### src/rtl/note_key_debouncer.sv
// Seven-key note front end: per-key 2-flop synchroniser and debounce, then
// lowest-key-wins priority select into registered one-hot / index / strobe outputs.

module note_key_lane #(
    parameter int DEBOUNCE_CYCLES = 500000,
    parameter int CNT_W           = 20
) (
    input  logic clk,
    input  logic reset,
    input  logic raw,
    output logic stable
);
    logic             s1, s2;
    logic [CNT_W-1:0] cnt;

    always_ff @(posedge clk or posedge reset) begin
        if (reset) begin
            s1 <= 1'b0;
            s2 <= 1'b0;
        end else begin
            s1 <= raw;
            s2 <= s1;
        end
    end

    // The stable level flips only after DEBOUNCE_CYCLES consecutive mismatches.
    // One matching sample clears the count, so short glitches are discarded.
    always_ff @(posedge clk or posedge reset) begin
        if (reset) begin
            stable <= 1'b0;
            cnt    <= '0;
        end else if (s2 == stable) begin
            cnt <= '0;
        end else if (cnt == CNT_W'(DEBOUNCE_CYCLES - 1)) begin
            stable <= s2;
            cnt    <= '0;
        end else begin
            cnt <= cnt + 1'b1;
        end
    end
endmodule

module note_key_debouncer #(
    parameter int NUM_KEYS        = 7,
    parameter int DEBOUNCE_CYCLES = 500000,
    parameter int CNT_W           = 20
) (
    input  logic                clk,
    input  logic                reset,
    input  logic [NUM_KEYS-1:0] key_raw,
    output logic [NUM_KEYS-1:0] note_onehot,
    output logic [2:0]          note_idx,
    output logic                note_valid,
    output logic                note_changed,
    output logic [NUM_KEYS-1:0] key_stable
);
    logic [NUM_KEYS-1:0] sel;
    logic [2:0]          sel_idx;

    for (genvar g = 0; g < NUM_KEYS; g++) begin : g_lane
        note_key_lane #(
            .DEBOUNCE_CYCLES(DEBOUNCE_CYCLES),
            .CNT_W          (CNT_W)
        ) u_lane (
            .clk   (clk),
            .reset (reset),
            .raw   (key_raw[g]),
            .stable(key_stable[g])
        );
    end

    // Scan from the top down so the lowest set key is the last one written.
    always_comb begin
        sel     = '0;
        sel_idx = 3'd0;
        for (int i = NUM_KEYS - 1; i >= 0; i--) begin
            if (key_stable[i]) begin
                sel     = '0;
                sel[i]  = 1'b1;
                sel_idx = 3'(i + 1);
            end
        end
    end

    always_ff @(posedge clk or posedge reset) begin
        if (reset) begin
            note_onehot  <= '0;
            note_idx     <= 3'd0;
            note_valid   <= 1'b0;
            note_changed <= 1'b0;
        end else begin
            note_onehot  <= sel;
            note_idx     <= sel_idx;
            note_valid   <= (sel != '0);
            note_changed <= (sel != note_onehot);
        end
    end
endmodule
### config.mk
export PLATFORM = sky130hd
export DESIGN_NAME = note_key_debouncer
export DESIGN_NICKNAME = d
export VERILOG_FILES = /design/src/rtl/note_key_debouncer.sv
export SDC_FILE = /design/constraint.sdc
export NUM_CORES = 1
export LEC_CHECK = 0
export CORE_ASPECT_RATIO = 0.75
export CORE_MARGIN = 2
export CORE_UTILIZATION = 60
export CTS_BUF_LIST = sky130_fd_sc_hd__clkbuf_8
export DETAILED_ROUTE_END_ITERATION = 6
export HOLD_SLACK_MARGIN = 0.05
export PLACE_DENSITY = 0.86
export SKIP_LAST_GASP = 1
export SLEW_MARGIN = 20
export SYNTH_ARGS = -nofsm -noshare
export SYNTH_HDL_FRONTEND = slang
export SYNTH_SLANG_ARGS = --single-unit
export TNS_END_PERCENT = 5
### constraint.sdc
create_clock -name clk -period 8.5 [get_ports clk]
set_input_delay 1.7 -clock clk [delete_from_list [all_inputs] [get_ports clk]]
set_output_delay 1.7 -clock clk [all_outputs]
set_load 0.02 [all_outputs]
# After elaboration in Yosys (flattened, before gate mapping)

Index checks and enable logic that the tools add are counted.

Bits in registers: 173
Input bits: 9
Output and inout port bits: 19
Word-level logic and storage cells: 97

Add/sub/neg operators: 7
Eq/ne operators: 15
Multiplexer cells: 28
Bitwise logic cells: 7
Reduce and logical (&&, ||, !) cells: 8

Operators by type and width:

| cell                  | number |
|---|---|
| $mux 20               | 14 |
| $add 20x1->20 const B | 7 |
| $eq 20x19->1 const B  | 7 |
| $mux 7                | 7 |
| $mux 3                | 7 |
| $reduce_and 2->1      | 7 |
| $eq 1x1->1            | 7 |
| $ne 7x7->1            | 1 |
| $not 1->1             | 7 |
| $reduce_bool 7->1     | 1 |

# Longest topological paths before layout

Depth after elaboration: 8
Depth in mapped cells: 7
Gate-level depth less buffers: 5

# Hierarchy

Synthesis repeated with hierarchy kept, for this count alone.

Cell total of the unflattened synthesis: 829
Area, all modules: 8567.0 µm²

Modules (own cells, without submodules):

| module             | instances | cells each | area an instance (µm²) | sequential area each (µm²) |
|---|---|---|---|---|
| note_key_lane      | 7         | 111        | 1144.8                 | 575.6 |
| note_key_debouncer | 1         | 52         | 553.0                  | 300.3 |

# Worst setup path after synthesis

No wires, ideal clock.

Path kind: flip-flop to output port
Start: register g_lane[4].u_lane.stable
End: output port key_stable[4]
Data arrival time: 0.592 ns
Data required time: 6.800 ns
Setup slack: 6.208 ns
Stages on the path, launching flop included: 2
Buffers on the path: 1
Path through: dfrtp_1 buf_4

RTL lines:

| element                | line | source |
|---|---|---|
| start, declared        | 11   | `output logic stable` |
| start signal, assigned | 30   | `stable <= 1'b0;` |
| start signal, assigned | 35   | `stable <= s2;` |
| end, declared          | 55   | `output logic [NUM_KEYS-1:0] key_stable` |

No word-level cell between the ends.

# Final worst setup path

Start: register g_lane[0].u_lane.stable
End: output port key_stable[0]

RTL lines:

| element                | line |
|---|---|
| start, declared        | 11 |
| start signal, assigned | 30 |
| start signal, assigned | 35 |

No word-level cell between the ends.

==> metrics.csv <==
metric;value;unit
Critical Path RT;6800;ps
count of unique library cells instantiated by Yosys;47;
Final nets;883;
Fin Setup TNS;0;ps
Die Wd;140;um
vias per cell;5.90;
cell family with most CP delay;buffers and inverters;
Synth Register Bits;173;
cell area after synthesis;0.00834;mm^2
placed cell area;0.00873;mm^2
port bufs;27;
Post-Syn Nets;863;
# fillers;1063;
Starting Density;0.611;
final hold vios;0;
pwr/cell area;162;mW/mm^2
Slew headroom;0.355;
Post-CTS Hold Fix Bufs;0;
TritonCTS clock tree;built;
Final Max Tran Viols;0;
drt first pass iters;4;
number of diodes;0;
initial antenna violation count;0;
Max Clock Freq;288;MHz
critical path's largest stage delay;690;ps
Total Routing Usage GR;0.234;
die area;0.0149;mm^2
Pleak;3.64;nW
RSZ-0062 raised after global routing;no;
global-route wire length before repair;28200;um
post-synthesis sequential area ratio;0.519;
commonest cells after routing, fill and taps aside;173 x dfrtp_1, 124 x nor2_1, 56 x xnor2_1;
fin crit share;0.408;
Post-DRT Antenna Nets;0;
Top FF cell, synth;dfrtp_1;
Detail Placement HPWL;11200;um
commonest non-fill, non-tap cell in the layout;dfrtp_1;
PostCTS Resize Cnt;0;
gp weighted congestion;0.908;
Worst Tran Pin Value;957;ps
run status;complete, no violations;
CP Launch Type;flip-flop;
vias in the first global route;5917;
Post-Synthesis Cells;847;
Critical Path AT;1770;ps
Routed WL per cell;15.4;um
Layout area overhead;9.52;%
final setup vio count;0;
DRC viols;0;
Max stage delay cell, worst path;clkdlybuf4s50_1;
initial detailed-routing violation count;517;
clk_skew;14.1;ps
worst hold path type;flip-flop to flip-flop;
clk buf depth;2;
Num CTS Buffers;17;
Vias;6223;
Routed WL;16300;um
CTS HTree Levels;4;
setup bufs post-CTS;0;
layout cell share with drive strength beyond 1;0.0773;
Cell Rows;37;
Top Ports;28;
Avg Cell Area, Syn;9.85;um^2
Max Cap Violations;0;
chip height;106;um
GR Overflow Total;0;
Root Driver;clkbuf_8;
CP Buf/Inv Count;1;
CP Max Fanout;12;
clock slew at reported path FFs;80;ps
Max VDD drop;0.0897;mV
minimum clock period;3470;ps
core area;0.0137;mm^2
pin count of the biggest net entering global routing;108;
Warnings, synthesis;0;
Final Cell Area;0.00914;mm^2
fin util;0.669;
clk sinks;173;
Async SR Flop Fraction;1.00;
kind of critical path;flip-flop to primary output;
Crit. End Element;primary output;
CP Cell Sequence;clkdlybuf4s50_1;
clk_lat worst skew;450;ps
EDFF count, synth;0;
logic make-up (layout without fill, tap and decap cells):
| group | count (synthesis) | in the layout | synth area share |
|---|---|---|---|
| AOI/OAI and AO/OA | 90 | 90 | 0.0669 |
| xor gates and xnor gates | 98 | 98 | 0.103 |
| adders and majority gates | 7 | 7 | 0.0105 |
| buffers and inverters | 60 | 93 | 0.0315 |
| DFF | 173 | 173 | 0.519 |
| muxes | 7 | 7 | 0.00945 |
| and+or+nand+nor | 412 | 412 | 0.260 |
worst paths after layout:
check | from | to | slack (ps) | cells after the start
hold / removal | g_lane[6].u_lane.s1$_DFF_PP0_ | g_lane[6].u_lane.s2$_DFF_PP0_ | 360 | 0
min in group asynchronous | reset | note_onehot[2]$_DFF_PP0_ | 1840 | 2
setup / recovery | g_lane[0].u_lane.stable$_DFFE_PP0P_ | key_stable[0] | 5030 | 1
setup reg to reg | g_lane[4].u_lane.cnt[0]$_DFF_PP0_ | g_lane[4].u_lane.cnt[4]$_DFF_PP0_ | 5870 | 6
max in group asynchronous | reset | g_lane[5].u_lane.cnt[9]$_DFF_PP0_ | 5310 | 3
hold reg to reg | g_lane[6].u_lane.s1$_DFF_PP0_ | g_lane[6].u_lane.s2$_DFF_PP0_ | 360 | 0
cell type report:
cell class	instances	area, um^2	area share
inverters	26	103	0.0112
multi-input cells	614	3750	0.411
clock inverters	12	130	0.0142
flip-flops and latches	173	4330	0.474
well taps	175	219	0.0240
repair buffers	35	330	0.0361
clock buffers	20	275	0.0301
cells in the mapped netlist (all sizes together) (26+ instances only):
library cell	number	area, um^2
dfrtp	173	4330
nor2	124	465
xnor2	56	490
nand2	50	188
nand3	50	250
nand4	44	288
xor2	42	368
a21oi	39	199
nor3	29	145
inv	26	97.6
power breakdown:
group	switching, W	leakage [nW]	internal (W)	total (W)
Combinational	0.0000358	1.05	0.0000154	0.0000512
Clock	0.000274	0.226	0.000307	0.000581
Sequential	0.0000122	2.37	0.000834	0.000846
Total	0.000323	3.64	0.00116	0.00148
layer usage:
layer	track usage	routed length [um]	vias up
met3	0.0550	640	20
met5	0	0	-
met2	0.342	7370	122
met1	0.347	7950	3043
li1	-	-	3038
met4	0.0786	303	0
metrics by stage:
step                      instances  setup WS (ps)  total power [W]  hold slack [ps]
after floorplan                 847           2110         0.000896              331
after global placement         1023           4720         0.000912              335
after detailed placement       1023           4700         0.000915              336
after CTS                      1055           5020          0.00149              357
after global routing           1055           4960          0.00154              363
final                          1055           5030          0.00148              355
flip-flops by register name, summed over array words and instances (netlist names):
| register | cells |
|---|---|
| g_lane.u_lane.stable | 7 |
| g_lane.u_lane.s2 | 7 |
| note_idx | 3 |
| note_onehot | 7 |
| note_changed | 1 |
| note_valid | 1 |
| g_lane.u_lane.s1 | 7 |
| g_lane.u_lane.cnt | 140 |
No activity file was read; power rests on OpenSTA's default activity.
